**src/rtl/mem_bus_arbiter_pkg.sv**
```systemverilog
// Shared definitions for the memory bus arbiter.
//   - State encoding of the access FSM (IDLE / ACCESS / DONE).
//   - Requester identifiers used for the grant and round-robin history.
//   - rr_pick(): two-way round-robin selection helper.
package mem_bus_arbiter_pkg;

    localparam logic [1:0] STATE_IDLE   = 2'd0;
    localparam logic [1:0] STATE_ACCESS = 2'd1;
    localparam logic [1:0] STATE_DONE   = 2'd2;

    typedef enum logic [1:0] {
        StIdle   = STATE_IDLE,
        StAccess = STATE_ACCESS,
        StDone   = STATE_DONE
    } state_e;

    localparam logic GRANT_CPU = 1'b0;
    localparam logic GRANT_DBG = 1'b1;

    // On a tie the requester that was not granted last wins; otherwise the
    // single active requester wins. Only meaningful when a request is present.
    function automatic logic rr_pick(input logic cpu_req, input logic dbg_req,
                                     input logic last_grant);
        logic pick;
        if (cpu_req && dbg_req) begin
            pick = (last_grant == GRANT_DBG) ? GRANT_CPU : GRANT_DBG;
        end else if (cpu_req) begin
            pick = GRANT_CPU;
        end else begin
            pick = GRANT_DBG;
        end
        return pick;
    endfunction

endpackage

```
**src/rtl/mem_bus_arbiter_wait_counter.sv**
```systemverilog
// Wait-state counter for the access FSM.
//   clk_i         : clock, rising edge.
//   rst_i         : synchronous active-high reset (count -> 0).
//   clear_i       : load zero (asserted on grant).
//   inc_i         : increment by one.
//   terminal_o    : count == WAIT_STATES (final ACCESS cycle).
//   penultimate_o : count == WAIT_STATES-1 (next cycle is the final one);
//                   never set when WAIT_STATES == 0.
module mem_bus_arbiter_wait_counter
    import mem_bus_arbiter_pkg::*;
#(
    parameter int unsigned WAIT_STATES    = 2,
    parameter int unsigned DATAWIDTH_WAIT = 4
) (
    input  logic clk_i,
    input  logic rst_i,
    input  logic clear_i,
    input  logic inc_i,
    output logic terminal_o,
    output logic penultimate_o
);

    localparam logic [DATAWIDTH_WAIT-1:0] COUNT_TERM   = DATAWIDTH_WAIT'(WAIT_STATES);
    localparam logic [DATAWIDTH_WAIT-1:0] COUNT_PENULT =
        DATAWIDTH_WAIT'((WAIT_STATES == 0) ? 0 : WAIT_STATES - 1);
    localparam logic HAS_WAIT = (WAIT_STATES != 0);

    logic [DATAWIDTH_WAIT-1:0] count_q;
    logic [DATAWIDTH_WAIT-1:0] count_d;

    always_comb begin
        count_d = count_q;
        if (clear_i) begin
            count_d = '0;
        end else if (inc_i) begin
            count_d = count_q + DATAWIDTH_WAIT'(1);
        end
    end

    always_ff @(posedge clk_i) begin
        if (rst_i) begin
            count_q <= '0;
        end else begin
            count_q <= count_d;
        end
    end

    assign terminal_o    = (count_q == COUNT_TERM);
    assign penultimate_o = HAS_WAIT && (count_q == COUNT_PENULT);

endmodule

```
**src/rtl/mem_bus_arbiter.sv**
```systemverilog
// Memory bus arbiter: shares one single-port memory between the CPU datapath
// and a debug/program-loader port.
//   Clock/reset : MEM_BUS_ARBITER_CLOCK_50, MEM_BUS_ARBITER_ResetInHigh_In (sync, active high).
//   CPU port    : RD/WR level requests, address, write data; registered read data and
//                 a one-cycle ACK. RD and WR together mean a write.
//   DBG port    : level request with direction bit, address, write data; registered
//                 read data and a one-cycle ACK.
//   MEM port    : latched address/write data, RE for every access cycle of a read,
//                 WE in the final access cycle of a write, read data input.
// A grant latches the requester's command, then the FSM spends WAIT_STATES+1 cycles
// in ACCESS, one cycle in DONE (ACK) and always returns to IDLE for one cycle, so a
// held request cannot be re-granted before its ACK is seen. All strobes and ACKs are
// registered.
module mem_bus_arbiter
    import mem_bus_arbiter_pkg::*;
#(
    parameter int unsigned DATAWIDTH_ADDRESS = 32,
    parameter int unsigned DATAWIDTH_DATA    = 32,
    parameter int unsigned WAIT_STATES       = 2,
    parameter int unsigned DATAWIDTH_WAIT    = 4
) (
    input  logic                         MEM_BUS_ARBITER_CLOCK_50,
    input  logic                         MEM_BUS_ARBITER_ResetInHigh_In,
    input  logic                         MEM_BUS_ARBITER_CPU_RD_In,
    input  logic                         MEM_BUS_ARBITER_CPU_WR_In,
    input  logic [DATAWIDTH_ADDRESS-1:0] MEM_BUS_ARBITER_CPU_Address_InBus,
    input  logic [DATAWIDTH_DATA-1:0]    MEM_BUS_ARBITER_CPU_WriteData_InBus,
    output logic [DATAWIDTH_DATA-1:0]    MEM_BUS_ARBITER_CPU_ReadData_OutBus,
    output logic                         MEM_BUS_ARBITER_CPU_ACK_Out,
    input  logic                         MEM_BUS_ARBITER_DBG_Req_In,
    input  logic                         MEM_BUS_ARBITER_DBG_WR_In,
    input  logic [DATAWIDTH_ADDRESS-1:0] MEM_BUS_ARBITER_DBG_Address_InBus,
    input  logic [DATAWIDTH_DATA-1:0]    MEM_BUS_ARBITER_DBG_WriteData_InBus,
    output logic [DATAWIDTH_DATA-1:0]    MEM_BUS_ARBITER_DBG_ReadData_OutBus,
    output logic                         MEM_BUS_ARBITER_DBG_ACK_Out,
    output logic [DATAWIDTH_ADDRESS-1:0] MEM_BUS_ARBITER_MEM_Address_OutBus,
    output logic [DATAWIDTH_DATA-1:0]    MEM_BUS_ARBITER_MEM_WriteData_OutBus,
    output logic                         MEM_BUS_ARBITER_MEM_RE_Out,
    output logic                         MEM_BUS_ARBITER_MEM_WE_Out,
    input  logic [DATAWIDTH_DATA-1:0]    MEM_BUS_ARBITER_MEM_ReadData_InBus
);

    localparam logic ZERO_WAIT = (WAIT_STATES == 0);

    logic clk;
    logic rst;
    assign clk = MEM_BUS_ARBITER_CLOCK_50;
    assign rst = MEM_BUS_ARBITER_ResetInHigh_In;

    state_e                       state_q,      state_d;
    logic                         grant_q,      grant_d;
    logic                         last_grant_q, last_grant_d;
    logic                         write_q,      write_d;
    logic [DATAWIDTH_ADDRESS-1:0] mem_addr_q,   mem_addr_d;
    logic [DATAWIDTH_DATA-1:0]    mem_wdata_q,  mem_wdata_d;
    logic                         mem_re_q,     mem_re_d;
    logic                         mem_we_q,     mem_we_d;
    logic                         cpu_ack_q,    cpu_ack_d;
    logic                         dbg_ack_q,    dbg_ack_d;
    logic [DATAWIDTH_DATA-1:0]    cpu_rdata_q,  cpu_rdata_d;
    logic [DATAWIDTH_DATA-1:0]    dbg_rdata_q,  dbg_rdata_d;

    logic cpu_req;
    logic dbg_req;
    logic grant_sel;
    logic cnt_clear;
    logic cnt_inc;
    logic cnt_terminal;
    logic cnt_penultimate;

    assign cpu_req   = MEM_BUS_ARBITER_CPU_RD_In | MEM_BUS_ARBITER_CPU_WR_In;
    assign dbg_req   = MEM_BUS_ARBITER_DBG_Req_In;
    assign grant_sel = rr_pick(cpu_req, dbg_req, last_grant_q);

    mem_bus_arbiter_wait_counter #(
        .WAIT_STATES    (WAIT_STATES),
        .DATAWIDTH_WAIT (DATAWIDTH_WAIT)
    ) u_wait_counter (
        .clk_i         (clk),
        .rst_i         (rst),
        .clear_i       (cnt_clear),
        .inc_i         (cnt_inc),
        .terminal_o    (cnt_terminal),
        .penultimate_o (cnt_penultimate)
    );

    // Strobes and ACKs are computed for the *next* cycle so they leave the
    // block straight from flops.
    always_comb begin
        state_d      = state_q;
        grant_d      = grant_q;
        last_grant_d = last_grant_q;
        write_d      = write_q;
        mem_addr_d   = mem_addr_q;
        mem_wdata_d  = mem_wdata_q;
        cpu_rdata_d  = cpu_rdata_q;
        dbg_rdata_d  = dbg_rdata_q;
        mem_re_d     = 1'b0;
        mem_we_d     = 1'b0;
        cpu_ack_d    = 1'b0;
        dbg_ack_d    = 1'b0;
        cnt_clear    = 1'b0;
        cnt_inc      = 1'b0;

        unique case (state_q)
            StIdle: begin
                if (cpu_req || dbg_req) begin
                    grant_d      = grant_sel;
                    last_grant_d = grant_sel;
                    if (grant_sel == GRANT_CPU) begin
                        write_d     = MEM_BUS_ARBITER_CPU_WR_In;
                        mem_addr_d  = MEM_BUS_ARBITER_CPU_Address_InBus;
                        mem_wdata_d = MEM_BUS_ARBITER_CPU_WriteData_InBus;
                    end else begin
                        write_d     = MEM_BUS_ARBITER_DBG_WR_In;
                        mem_addr_d  = MEM_BUS_ARBITER_DBG_Address_InBus;
                        mem_wdata_d = MEM_BUS_ARBITER_DBG_WriteData_InBus;
                    end
                    cnt_clear = 1'b1;
                    state_d   = StAccess;
                    mem_re_d  = ~write_d;
                    // With no wait states the first ACCESS cycle is also the last.
                    mem_we_d  = write_d & ZERO_WAIT;
                end
            end

            StAccess: begin
                if (cnt_terminal) begin
                    if (!write_q) begin
                        if (grant_q == GRANT_CPU) begin
                            cpu_rdata_d = MEM_BUS_ARBITER_MEM_ReadData_InBus;
                        end else begin
                            dbg_rdata_d = MEM_BUS_ARBITER_MEM_ReadData_InBus;
                        end
                    end
                    cpu_ack_d = (grant_q == GRANT_CPU);
                    dbg_ack_d = (grant_q == GRANT_DBG);
                    state_d   = StDone;
                end else begin
                    cnt_inc  = 1'b1;
                    mem_re_d = ~write_q;
                    mem_we_d = write_q & cnt_penultimate;
                end
            end

            StDone: begin
                state_d = StIdle;
            end

            default: begin
                state_d = StIdle;
            end
        endcase
    end

    always_ff @(posedge clk) begin
        if (rst) begin
            state_q      <= StIdle;
            grant_q      <= GRANT_CPU;
            last_grant_q <= GRANT_DBG;
            write_q      <= 1'b0;
            mem_addr_q   <= '0;
            mem_wdata_q  <= '0;
            mem_re_q     <= 1'b0;
            mem_we_q     <= 1'b0;
            cpu_ack_q    <= 1'b0;
            dbg_ack_q    <= 1'b0;
            cpu_rdata_q  <= '0;
            dbg_rdata_q  <= '0;
        end else begin
            state_q      <= state_d;
            grant_q      <= grant_d;
            last_grant_q <= last_grant_d;
            write_q      <= write_d;
            mem_addr_q   <= mem_addr_d;
            mem_wdata_q  <= mem_wdata_d;
            mem_re_q     <= mem_re_d;
            mem_we_q     <= mem_we_d;
            cpu_ack_q    <= cpu_ack_d;
            dbg_ack_q    <= dbg_ack_d;
            cpu_rdata_q  <= cpu_rdata_d;
            dbg_rdata_q  <= dbg_rdata_d;
        end
    end

    assign MEM_BUS_ARBITER_CPU_ReadData_OutBus  = cpu_rdata_q;
    assign MEM_BUS_ARBITER_CPU_ACK_Out          = cpu_ack_q;
    assign MEM_BUS_ARBITER_DBG_ReadData_OutBus  = dbg_rdata_q;
    assign MEM_BUS_ARBITER_DBG_ACK_Out          = dbg_ack_q;
    assign MEM_BUS_ARBITER_MEM_Address_OutBus   = mem_addr_q;
    assign MEM_BUS_ARBITER_MEM_WriteData_OutBus = mem_wdata_q;
    assign MEM_BUS_ARBITER_MEM_RE_Out           = mem_re_q;
    assign MEM_BUS_ARBITER_MEM_WE_Out           = mem_we_q;

endmodule

```
**config.mk**
```make
export PLATFORM = sky130hd
export DESIGN_NAME = mem_bus_arbiter
export DESIGN_NICKNAME = d
export VERILOG_FILES = /design/src/rtl/mem_bus_arbiter_pkg.sv /design/src/rtl/mem_bus_arbiter_wait_counter.sv /design/src/rtl/mem_bus_arbiter.sv
export SDC_FILE = /design/constraint.sdc
export NUM_CORES = 1
export LEC_CHECK = 0
export CORE_MARGIN = 2
export CORE_UTILIZATION = 35
export CTS_CLUSTER_SIZE = 40
export DETAILED_ROUTE_END_ITERATION = 8
export PLACE_DENSITY = 0.77
export SLEW_MARGIN = 30
export SYNTH_ARGS = -nofsm -noshare
export SYNTH_HDL_FRONTEND = slang
export SYNTH_SLANG_ARGS = --single-unit
```
**constraint.sdc**
```tcl
create_clock -name MEM_BUS_ARBITER_CLOCK_50 -period 1.95 [get_ports MEM_BUS_ARBITER_CLOCK_50]
set_input_delay 0.39 -clock MEM_BUS_ARBITER_CLOCK_50 [delete_from_list [all_inputs] [get_ports MEM_BUS_ARBITER_CLOCK_50]]
set_output_delay 0.39 -clock MEM_BUS_ARBITER_CLOCK_50 [all_outputs]
set_load 0.05 [all_outputs]
```
==> flow_metrics.env, run 1 <==
export IMPL_synth_seq_area_share=0.5239
export IMPL_drive_gt1_frac=0.1030
export IMPL_max_slew_margin=0.6359
export IMPL_drtAntennaViolNets=0
export IMPL_worstPathArrival_ps=1520
export IMPL_critPathLaunchType="flop"
export IMPL_hold_viol=0
export IMPL_critPathMaxStageDelay_ps=800
export IMPL_io_pin_count=298
export IMPL_antennaDiodeCount=0
export IMPL_gr_total_overflow=0
export IMPL_p_sw_mw=2.906
export IMPL_end_kind="output pin"
export IMPL_clock_sinks=141
export IMPL_dr_pass1_iters=4
export IMPL_clockBufferDepth=2
export IMPL_h_tree_depth=4
export IMPL_crit_chain="clkdlybuf4s50_1"
export IMPL_area_delta_synth_final_pct=69.23
export IMPL_setup_worst_path_start="MEM_BUS_ARBITER_DBG_ReadData_OutBus[4]$_SDFFE_PP0P_"
export IMPL_wl_um=16640
export IMPL_most_common_layout_cells="clkdlybuf4s50_1 (167), dfxtp_1 (141), nand2_1 (132)"
export IMPL_path_delay_family="buffers and inverters"
export IMPL_p_sw_frac=0.3236
export IMPL_cts_tree="yes"
export IMPL_period_share=0.9818
export IMPL_io_buffer_count=297
export IMPL_layout_setup_ws_ps=35.54
export IMPL_grt_util_all_layers=0.2010
export IMPL_comb_power_share=0.286
export IMPL_powerDensity_nw_per_um2=984.7
export IMPL_cp_required_ps=1560
export IMPL_critPathKind="flop to output pin"
export IMPL_worstPathMaxFanout=2
export IMPL_min_path_type="input port to flop"
export IMPL_cts_hold_buffers_added=0
export IMPL_routed_via_density=4.829
export IMPL_cts_buffers=17
export IMPL_chipWidth_um=128.1
export IMPL_slew_viol_final=0
export IMPL_max_vdd_ir_drop_mv=0.5549
export IMPL_dp_hpwl_um=12580
export IMPL_max_freq_mhz=522.3
export IMPL_p_int_mw=6.072
export IMPL_rows=45
export IMPL_start_util=0.3557
export IMPL_post_cts_buffers=0
export IMPL_dp_slack_ps=-18.69
export IMPL_grt_pass1_vias=4786
export IMPL_cp_slowest_cell="clkdlybuf4s50_1"
export IMPL_path_buf_inv=1
export IMPL_nets=1021
export IMPL_cap_viol_max_count=0
export IMPL_clk_pin_slew_ps=50
export IMPL_outcome="complete, no violations"
export IMPL_synth_cell_types=34
export IMPL_power_leakage_nw=4.194
export IMPL_drc=0
export IMPL_syn_num_nets=726
export IMPL_root_buffer="clkbuf_16"
export IMPL_core_area_um2=15150
export IMPL_ys_warnings_count=0
export IMPL_drt_iter0_drc=202
export IMPL_vias=5080
export IMPL_seq_power_share=0.372
export IMPL_antenna_found_initial=0
export IMPL_final_common_cell="clkdlybuf4s50_1"
export IMPL_r2r_start="u_wait_counter.count_q[0]$_SDFFE_PP0P_"
export IMPL_postSynthCellCount=557
export IMPL_grt_pass1_wl_um=25320
export IMPL_skew_ps=5.749
export IMPL_worst_slew_pin_slew_ps=545.2
export IMPL_wl_per_cell_um=15.82
export IMPL_worstHoldStart="MEM_BUS_ARBITER_ResetInHigh_In"
export IMPL_grt_start_max_net_pins=65
export IMPL_holdWs_ps=371.4
export IMPL_synth_seq_cells=141
export IMPL_setup_violations=0
export IMPL_die_area_um2=16400
export IMPL_routabilityCongestion=0.8349
export IMPL_fillers=1361
export IMPL_syn_avg_cell_area_um2=9.673
export IMPL_period_needed_ps=1914
export IMPL_synth_area_um2=5388
export IMPL_die_y_um=128.1
export IMPL_clk_latency_ps=410
export IMPL_p_clk_frac=0.342
export IMPL_rsz0062_at_grt="no"
-- sequential cells by signal, indices dropped and copies added, names as in the netlist --
register	cells
MEM_BUS_ARBITER_MEM_RE_Out	1
MEM_BUS_ARBITER_MEM_Address_OutBus	32
MEM_BUS_ARBITER_MEM_WriteData_OutBus	32
MEM_BUS_ARBITER_CPU_ACK_Out	1
grant_q	1
u_wait_counter.count_q	4
MEM_BUS_ARBITER_DBG_ACK_Out	1
MEM_BUS_ARBITER_MEM_WE_Out	1
last_grant_q	1
state_q	2
write_q	1
MEM_BUS_ARBITER_DBG_ReadData_OutBus	32
MEM_BUS_ARBITER_CPU_ReadData_OutBus	32
-- power by group through the flow --
stage	sequential, mW	combinational (mW)	clock (mW)
floorplan	4.27	0.650	0
global route	3.37	2.70	3.24
detailed placement	3.40	2.69	0
global placement	3.40	2.67	0
CTS	3.34	2.59	3.15
finish	3.34	2.57	3.07
-- metal layers --
layer	global-route usage	part of all wire	wire (µm)
met5	0	0	0
met4	0.07111	0.015	253
met3	0.05760	0.069	1153
met2	0.3586	0.52	8597
met1	0.2293	0.40	6636
-- through the flow --
stage                     instance area (µm²)  setup TNS (ps)  instances  utilization  total power [mW]
after floorplan                          5388               0        557            -             4.920
after global placement                   8616          -68.53       1021       0.5689             6.073
after detailed placement                 8616          -47.34       1021       0.5689             6.090
after CTS                                9070               0       1052       0.5988             9.076
after global routing                     9117               0       1052       0.6020             9.312
final                                    9117               0       1052       0.6020             8.978
-- cell families after synthesis --
group	share of synthesized area
simple gates	0.1277
xor+xnor	0.003252
flops	0.5239
buf+inv	0.04366
compound gates	0.1756
mux	0.1189
fa+ha+maj	0.006968
-- path summary, 6_finish.rpt --
kind	to	cells after the start	slack [ps]
worst max-delay path	MEM_BUS_ARBITER_DBG_ReadData_OutBus[4]	1	40
worst min-delay path	write_q$_SDFFE_PP0P_	2	370
worst max register to register	MEM_BUS_ARBITER_DBG_ReadData_OutBus[22]$_SDFFE_PP0P_	7	80
worst min register to register	MEM_BUS_ARBITER_CPU_ReadData_OutBus[20]$_SDFFE_PP0P_	2	450
-- cell usage after synthesis --
cell	instances	area [µm²]
a211o_1	1	8.760
a211oi_1	2	15.01
a21oi_1	65	325.3
a22oi_1	1	7.510
a31o_2	1	8.760
and2_1	3	18.77
and3_1	1	6.260
buf_1	2	7.510
buf_2	14	70.07
buf_6	6	67.56
clkbuf_1	20	75.07
dfxtp_1	141	2823
ha_1	3	37.54
inv_1	4	15.01
mux2i_1	64	640.6
nand2_1	133	499.2
nand2b_1	2	12.51
nand3_1	1	5.000
nand4_1	1	6.260
nor2_1	10	37.54
nor2b_1	1	6.260
nor3_1	3	15.01
nor3_2	1	10.01
nor3b_1	1	7.510
nor4_1	1	6.260
nor4_2	2	25.02
o21a_1	1	7.510
o21ai_0	1	5.000
o21bai_1	1	7.510
o2bb2ai_1	64	560.5
or2_2	1	6.260
or3b_4	1	11.26
or4_1	2	15.01
xnor2_1	2	17.52
-- final cells by class --
class,instances,area (µm²),share of cell area
Clock buffer,24,471.7,0.05174
Clock inverter,7,88.84,0.009743
Inverter,4,15.01,0.001647
Multi-Input combinational cell,370,2375,0.2605
Sequential cell,141,2823,0.3096
Tap cell,188,235.2,0.02580
Timing Repair Buffer,318,3109,0.3410
-- repair_timing --
action | in CTS | in global routing
pin swaps | 0 | 0
endpoints found under the setup margin | 85 | 24
hold endpoints to repair | 0 | 0
resized for setup | 85 | 18
(Power assumes the default switching activity.)
==> run 2: changes to the inputs <==
MAX_ROUTING_LAYER = met4   (was unset)
==> run 2 against run 1 <==
Effect of this change: worst setup slack got worse by 0.83 ps; wire length increased by 1.5%; fmax about the same; largest power group unchanged.
==> flow_metrics.env, run 2 (synthesized netlist as in run 1, its figures left out) <==
export IMPL_die_area_um2=16400
export IMPL_finalNonFillerCells=1054
export IMPL_period_needed_ps=1915
export IMPL_grt_start_max_net_pins=65
export IMPL_start_util=0.3557
export IMPL_nets=1023
export IMPL_grt_pass1_vias=4807
export IMPL_core_area_um2=15150
export IMPL_io_buffer_count=297
export IMPL_outcome="complete, no violations"
export IMPL_clk_pin_slew_ps=50
export IMPL_hold_viol=0
export IMPL_drc=0
export IMPL_drtAntennaViolNets=0
export IMPL_final_area_um2=9145
export IMPL_dp_hpwl_um=12580
export IMPL_path_delay_family="buffers and inverters"
export IMPL_cp_slowest_cell="clkdlybuf4s50_1"
export IMPL_critPathMaxStageDelay_ps=800
export IMPL_h_tree_depth=4
export IMPL_grt_busiest_layer="met2"
export IMPL_power_mw=8.989
export IMPL_routed_via_density=4.819
export IMPL_antenna_found_initial=0
export IMPL_slew_viol_final=0
export IMPL_dp_slack_ps=-18.69
export IMPL_path_buf_inv=1
export IMPL_max_vdd_ir_drop_mv=0.5560
export IMPL_clock_sinks=141
export IMPL_critPathLaunchType="flop"
export IMPL_io_pin_count=298
export IMPL_cts_buffers=17
export IMPL_power_leakage_nw=4.173
export IMPL_grt_pass1_wl_um=25270
export IMPL_layout_setup_ws_ps=34.71
export IMPL_met1_usage=0.2319
export IMPL_gr_usage_met2=0.3589
export IMPL_clk_latency_ps=410
export IMPL_cp_required_ps=1560
export IMPL_crit_chain="clkdlybuf4s50_1"
export IMPL_cts_tree="yes"
export IMPL_end_kind="output pin"
export IMPL_antennaDiodeCount=0
export IMPL_max_slew_margin=0.6359
export IMPL_setup_violations=0
export IMPL_area_delta_synth_final_pct=69.74
export IMPL_min_path_type="input port to flop"
export IMPL_wl_per_cell_um=16.02
export IMPL_skew_ps=6.512
export IMPL_worstPathMaxFanout=2
export IMPL_vias=5079
export IMPL_use_met3=0.05092
export IMPL_worst_slew_pin_slew_ps=545.3
export IMPL_period_share=0.9822
export IMPL_final_common_cell="clkdlybuf4s50_1"
export IMPL_gr_total_overflow=0
export IMPL_routabilityCongestion=0.8478
export IMPL_wl_um=16890
export IMPL_cts_hold_buffers_added=0
export IMPL_post_dp_cell_area_um2=8616
export IMPL_powerDensity_nw_per_um2=983.0
export IMPL_die_y_um=128.1
export IMPL_holdWs_ps=366.2
export IMPL_drt_iter0_drc=206
export IMPL_critPathKind="flop to output pin"
export IMPL_drive_gt1_frac=0.1051
export IMPL_chipWidth_um=128.1
export IMPL_worstPathArrival_ps=1530
export IMPL_dp_cells=1021
export IMPL_root_buffer="clkbuf_16"
export IMPL_grt_util_all_layers=0.2068
export IMPL_most_common_layout_cells="clkdlybuf4s50_1 (169), dfxtp_1 (141), nand2_1 (132)"
export IMPL_utilization=0.6038
export IMPL_max_freq_mhz=522.1
export IMPL_dr_pass1_iters=4
export IMPL_cap_viol_max_count=0
export IMPL_timing_setup_tns_ps=0
export IMPL_rows=45
export IMPL_clockBufferDepth=2
run 2: changes by cell type in the layout (fill, tap and decap cells not counted):
cell / change
buf_4: +1
clkdlybuf4s50_1: +2
dlymetal6s2s_1: -2
clkbuf_16: +1
run 2: worst paths after layout:
kind	start	end	slack, ps	cells past startpoint
max	MEM_BUS_ARBITER_DBG_ReadData_OutBus[4]$_SDFFE_PP0P_	MEM_BUS_ARBITER_DBG_ReadData_OutBus[4]	30	1
min	MEM_BUS_ARBITER_ResetInHigh_In	write_q$_SDFFE_PP0P_	370	2
max reg2reg	u_wait_counter.count_q[0]$_SDFFE_PP0P_	MEM_BUS_ARBITER_DBG_ReadData_OutBus[22]$_SDFFE_PP0P_	80	7
min reg2reg	MEM_BUS_ARBITER_CPU_ReadData_OutBus[20]$_SDFFE_PP0P_	MEM_BUS_ARBITER_CPU_ReadData_OutBus[20]$_SDFFE_PP0P_	450	2
run 2: worst reg2reg max path: stages, from the launching register on:
cell and delay, ps:
dfxtp_1 300, inv_1 50, ha_2 180, or3b_4 390
or4_1 460, buf_12 200, nand2_1 100, a21oi_1 60
run 2: per-layer routing:
metal  vias to the layer above  share of wire
li1                       2531              -
met1                      2318           0.40
met2                       214           0.52
met3                        16          0.066
met4                         0          0.012
met5                         -              0
run 2: power by group:
part | switching (mW) | leakage, nW | internal [mW]
Clock | 1.13 | 0.278 | 1.94
Combinational | 1.61 | 2.74 | 0.972
Sequential | 0.172 | 1.15 | 3.17
Total | 2.91 | 4.17 | 6.08
run 2: cell type report:
cell class / count / area, µm²
Multi-Input combinational cell: 370 / 2375
Sequential cell: 141 / 2823
Tap cell: 188 / 235.2
Inverter: 4 / 15.01
Clock inverter: 7 / 88.84
Clock buffer: 24 / 471.7
Fill cell: 1356 / 6001
Timing Repair Buffer: 320 / 3137
run 2: what timing repair did:
action,in CTS,in global routing
setup buffers,0,1
gates resized for setup,85,16
pin swaps,0,0
setup endpoints to repair,85,23
cloned,0,1
==> run 3: changes to the inputs <==
SKIP_CTS_REPAIR_TIMING = 1   (was unset)
==> run 3 against run 2 <==
Effect of this change: register-to-register slack about the same; combinational power up 3%; total power up 1.1%; hold slack worse by 2.5 ps; die area unchanged; first-iteration DRC count down 0.97%; largest power group unchanged; core utilization up 2.1 points; sequential share of layout area down 1.0 points; sequential power about the same; via count up 0.81%; critical path depth unchanged.
==> flow_metrics.env, run 3 (synthesized netlist as in run 1, its figures left out) <==
export IMPL_gr_total_overflow=0
export IMPL_dp_cells=1021
export IMPL_most_common_layout_cells="clkdlybuf4s50_1 (169), dfxtp_1 (141), nand2_1 (132)"
export IMPL_antennaDiodeCount=0
export IMPL_dr_pass1_iters=4
export IMPL_hold_viol=0
export IMPL_p_clk_frac=0.338
export IMPL_cp_required_ps=1560
export IMPL_dp_hpwl_um=12580
export IMPL_critPathLaunchType="flop"
export IMPL_skew_ps=6.241
export IMPL_cp_slowest_cell="clkdlybuf4s50_1"
export IMPL_max_slew_margin=0.6352
export IMPL_period_share=0.9824
export IMPL_drt_iter0_drc=204
export IMPL_gr_usage_met2=0.3583
export IMPL_chipWidth_um=128.1
export IMPL_die_y_um=128.1
export IMPL_outcome="complete, no violations"
export IMPL_start_util=0.3557
export IMPL_grt_pass1_wl_um=25270
export IMPL_power_leakage_nw=5.275
export IMPL_path_delay_family="buffers and inverters"
export IMPL_clock_sinks=141
export IMPL_fillers=1261
export IMPL_seq_power_share=0.368
export IMPL_critPathKind="flop to output pin"
export IMPL_worst_slew_pin_slew_ps=546.4
export IMPL_comb_power_share=0.294
export IMPL_setup_violations=0
export IMPL_max_freq_mhz=522.0
export IMPL_grt_busiest_layer="met2"
export IMPL_path_buf_inv=1
export IMPL_final_common_cell="clkdlybuf4s50_1"
export IMPL_clockBufferDepth=2
export IMPL_io_pin_count=298
export IMPL_max_vdd_ir_drop_mv=0.5571
export IMPL_period_needed_ps=1916
export IMPL_met1_usage=0.2314
export IMPL_slew_viol_final=0
export IMPL_grt_start_max_net_pins=65
export IMPL_routabilityCongestion=0.8478
export IMPL_finalNonFillerCells=1054
export IMPL_rows=45
export IMPL_dp_slack_ps=-18.69
export IMPL_clk_latency_ps=410
export IMPL_critPathMaxStageDelay_ps=800
export IMPL_p_sw_frac=0.3211
export IMPL_worstPathMaxFanout=2
export IMPL_clk_pin_slew_ps=50
export IMPL_root_buffer="clkbuf_16"
export IMPL_wl_per_cell_um=16.25
export IMPL_core_area_um2=15150
export IMPL_crit_chain="clkdlybuf4s50_1"
export IMPL_end_kind="output pin"
export IMPL_p_int_mw=6.168
export IMPL_holdWs_ps=363.7
export IMPL_layout_setup_ws_ps=34.29
export IMPL_drive_gt1_frac=0.1051
export IMPL_nets=1023
export IMPL_routed_via_density=4.858
export IMPL_drtAntennaViolNets=0
export IMPL_cts_buffers=17
export IMPL_multiInputGateArea_um2=2375
export IMPL_io_buffer_count=297
export IMPL_wl_um=17130
export IMPL_worstPathArrival_ps=1530
export IMPL_h_tree_depth=4
export IMPL_grt_util_all_layers=0.2066
export IMPL_min_path_type="input port to flop"
export IMPL_die_area_um2=16400
export IMPL_powerDensity_nw_per_um2=960.0
export IMPL_p_sw_mw=2.917
export IMPL_antenna_found_initial=0
export IMPL_cts_tree="yes"
export IMPL_use_met3=0.05175
export IMPL_layout_area_seq_um2=2823
export IMPL_cap_viol_max_count=0
export IMPL_grt_pass1_vias=4813
export IMPL_vias=5120
export IMPL_area_delta_synth_final_pct=75.66
export IMPL_drc=0
[run 3: power groups by stage]
stage / sequential (mW) / clock (mW) / combinational (mW)
3_3_place_gp: 3.40 / 0 / 2.67
5_1_grt: 3.37 / 3.24 / 2.80
6_report: 3.34 / 3.07 / 2.67
2_1_floorplan: 4.27 / 0 / 0.650
3_5_place_dp: 3.40 / 0 / 2.69
4_1_cts: 3.35 / 3.15 / 2.69
[run 3: cell type report]
| class | count | share of cell area |
|---|---|---|
| clock buffer | 24 | 0.04984 |
| clock inverter | 7 | 0.009387 |
| inverter | 4 | 0.001586 |
| multi-input combinational | 370 | 0.2509 |
| sequential | 141 | 0.2983 |
| tap | 188 | 0.02485 |
| timing repair buffer | 320 | 0.3652 |
[run 3: worst register-to-register path: cells and delay by family (launching register included)]
family                     cells  cell delay [ps]
AOI/OAI and AO/OA              1               60
adders and majority gates      1              180
buffers and inverters          2              250
and+or+nand+nor                3              950
DFF                            1              300
[run 3: metal layers]
layer  vias up  share of wire  routed length, µm
li1       2540              -                  -
met1      2336           0.40               6805
met2       227           0.52               8884
met3        17          0.071               1224
met4         0          0.012                210
met5         -              0                  0
[run 3: final timing paths]
path | depth (start not counted) | slack (ps) | endpoint | start
worst min-delay path | 2 | 360 | write_q$_SDFFE_PP0P_ | MEM_BUS_ARBITER_ResetInHigh_In
worst min register to register | 2 | 450 | MEM_BUS_ARBITER_CPU_ReadData_OutBus[20]$_SDFFE_PP0P_ | MEM_BUS_ARBITER_CPU_ReadData_OutBus[20]$_SDFFE_PP0P_
worst max register to register | 7 | 70 | MEM_BUS_ARBITER_DBG_ReadData_OutBus[22]$_SDFFE_PP0P_ | u_wait_counter.count_q[0]$_SDFFE_PP0P_
worst max-delay path | 1 | 30 | MEM_BUS_ARBITER_DBG_ReadData_OutBus[4] | MEM_BUS_ARBITER_DBG_ReadData_OutBus[4]$_SDFFE_PP0P_
[run 3: metrics by stage]
step | cell area, µm² | utilization | setup TNS [ps] | power (mW)
6_report | 9464 | 0.6249 | 0 | 9.085
5_1_grt | 9464 | 0.6249 | -20.54 | 9.409
4_1_cts | 9176 | 0.6059 | -1927 | 9.186
3_5_place_dp | 8616 | 0.5689 | -47.34 | 6.090
3_3_place_gp | 8616 | 0.5689 | -68.53 | 6.073
2_1_floorplan | 5388 | - | 0 | 4.920
==> RTL change: new RTL, flow settings as in run 2 <==
`cpu_rdata_q` no longer has a reset.
--- a/src/rtl/mem_bus_arbiter.sv
+++ b/src/rtl/mem_bus_arbiter.sv
@@ -166,5 +166,4 @@
             cpu_ack_q    <= 1'b0;
             dbg_ack_q    <= 1'b0;
-            cpu_rdata_q  <= '0;
             dbg_rdata_q  <= '0;
         end else begin
@@ -179,7 +178,10 @@
             cpu_ack_q    <= cpu_ack_d;
             dbg_ack_q    <= dbg_ack_d;
-            cpu_rdata_q  <= cpu_rdata_d;
             dbg_rdata_q  <= dbg_rdata_d;
         end
+    end
+
+    always_ff @(posedge MEM_BUS_ARBITER_CLOCK_50) begin
+        cpu_rdata_q <= cpu_rdata_d;
     end
 
Function: changed (Yosys sat finds a counterexample within 10 cycles, from zero or initial values and one cycle with MEM_BUS_ARBITER_ResetInHigh_In high; the reset may be asserted at any time).
==> RTL change against run 2 <==
  * Via count is 9.7% lower
  * Critical path depth stayed put
  * Clock skew is 0.0020 ns lower
  * Total power is 3.4% higher
  * Design area is 0.15% lower
  * Final cell count is 10% lower
  * Wire length is 7.5% lower
  * Largest cell class is now registers
  * Worst setup slack worse by 0.0023 ns
  * Count of clock-buffer cells in the layout is 6 lower
  * Die area is 0.27% lower
  * Area after synthesis is 0.28% lower
  * Sequential cell count stayed put
==> RTL change: results (changes against run 2) <==
[logic_synthesis]
synth-edff-count = 32  ; +32
synth_common_cells = 109 x dfxtp_1, 65 x o2bb2ai_1, 64 x mux2i_1, 60 x nand2_1, 32 x edfxtp_1
synth_nets = 617  ; -15%
synth_cell_type_count = 41  ; +21%

[final_layout]
fin_nets = 914  ; -11%
drive_gt1_share_pct = 12.7  ; +2.2 points

[placed_design]
dp_hpwl_um = 11600  ; -7.6%
dpl_cell_area_um2 = 8570  ; -0.52%
place_ws_ns = 0.0240  ; +0.0427 ns
gp_congestion = 0.817  ; -3.7%

[drt]
wl_met3_um = 1130  ; +0.89%
met1Wirelength_um = 6520  ; -4.3%
viasPerCell = 4.85  ; +0.58%
drt-initial-drc-count = 183  ; -11%

[sta]
final.setup_skew_ns = 0.00447  ; -0.00204 ns
period_minus_slack_ns = 1.92  ; +0.00234 ns
worst_pin_slew_ns = 0.560  ; +0.0149 ns

[outcome]
status = finished, final reports clean

[grt]
grt_pass1_vias = 4745  ; -1.3%
grt_pass1_wl_um = 24000  ; -5.2%
grt_max_degree = 40  ; -38%

[pwr]
ir_drop_mv = 0.622  ; +12%
leakagePower_nw = 4.10  ; -1.8%

[setup_path]
crit_fanout = 1  ; -1

[clock_network]
post_cts_resized = 95  ; +12%

## RTL change: final timing paths
| path | start | to | cells after the start |
|---|---|---|---|
| setup / recovery | MEM_BUS_ARBITER_CPU_ReadData_OutBus[5] | MEM_BUS_ARBITER_CPU_ReadData_OutBus[5] | 1 |
| hold / removal | MEM_BUS_ARBITER_ResetInHigh_In | u_wait_counter.count_q[0] | 3 |
| hold reg to reg | MEM_BUS_ARBITER_DBG_ReadData_OutBus[13] | MEM_BUS_ARBITER_DBG_ReadData_OutBus[13] | 2 |
| setup reg to reg | u_wait_counter.count_q[0] | MEM_BUS_ARBITER_DBG_ReadData_OutBus[15] | 7 |
## RTL change: report_power, final
group	switching, W	total, W	internal, W
clock	0.00128	0.00336	0.00208
sequential	0.000176	0.00346	0.00328
combinational	0.00156	0.00248	0.000920
## RTL change: stage by stage
step,total power [W],hold slack (ns),cells
5_1_grt,0.00966,0.396,946
6_report,0.00929,0.381,946
2_1_floorplan,0.00508,0.418,448
3_3_place_gp,0.00612,0.444,914
4_1_cts,0.00939,0.364,946
3_5_place_dp,0.00617,0.446,914
## RTL change: final cells by class
cell class / count / area (um2)
fill: 1248 / 5960
clock inverter: 14 / 185
timing repair buffer: 311 / 3070
multi-input combinational: 270 / 2040
clock buffer: 18 / 439
tap: 188 / 235
inverter: 4 / 15.0
sequential: 141 / 3150
## RTL change: routing by layer
metal / global-route usage, % / up-vias
li1: - / 2229
met1: 22.3 / 2132
met2: 32.8 / 204
met3: 5.34 / 20
met4: 6.59 / 0
met5: - / -
## RTL change: cell families (layout without fill, tap and decap cells)
group,after synthesis,after routing,share of synthesized area (%)
compound gates,106,106,15.5
xor+xnor,2,2,0.326
fa+ha+maj,3,3,0.699
buf+inv,37,347,4.59
flops,141,141,58.5
mux,64,64,11.9
simple gates,95,95,8.45
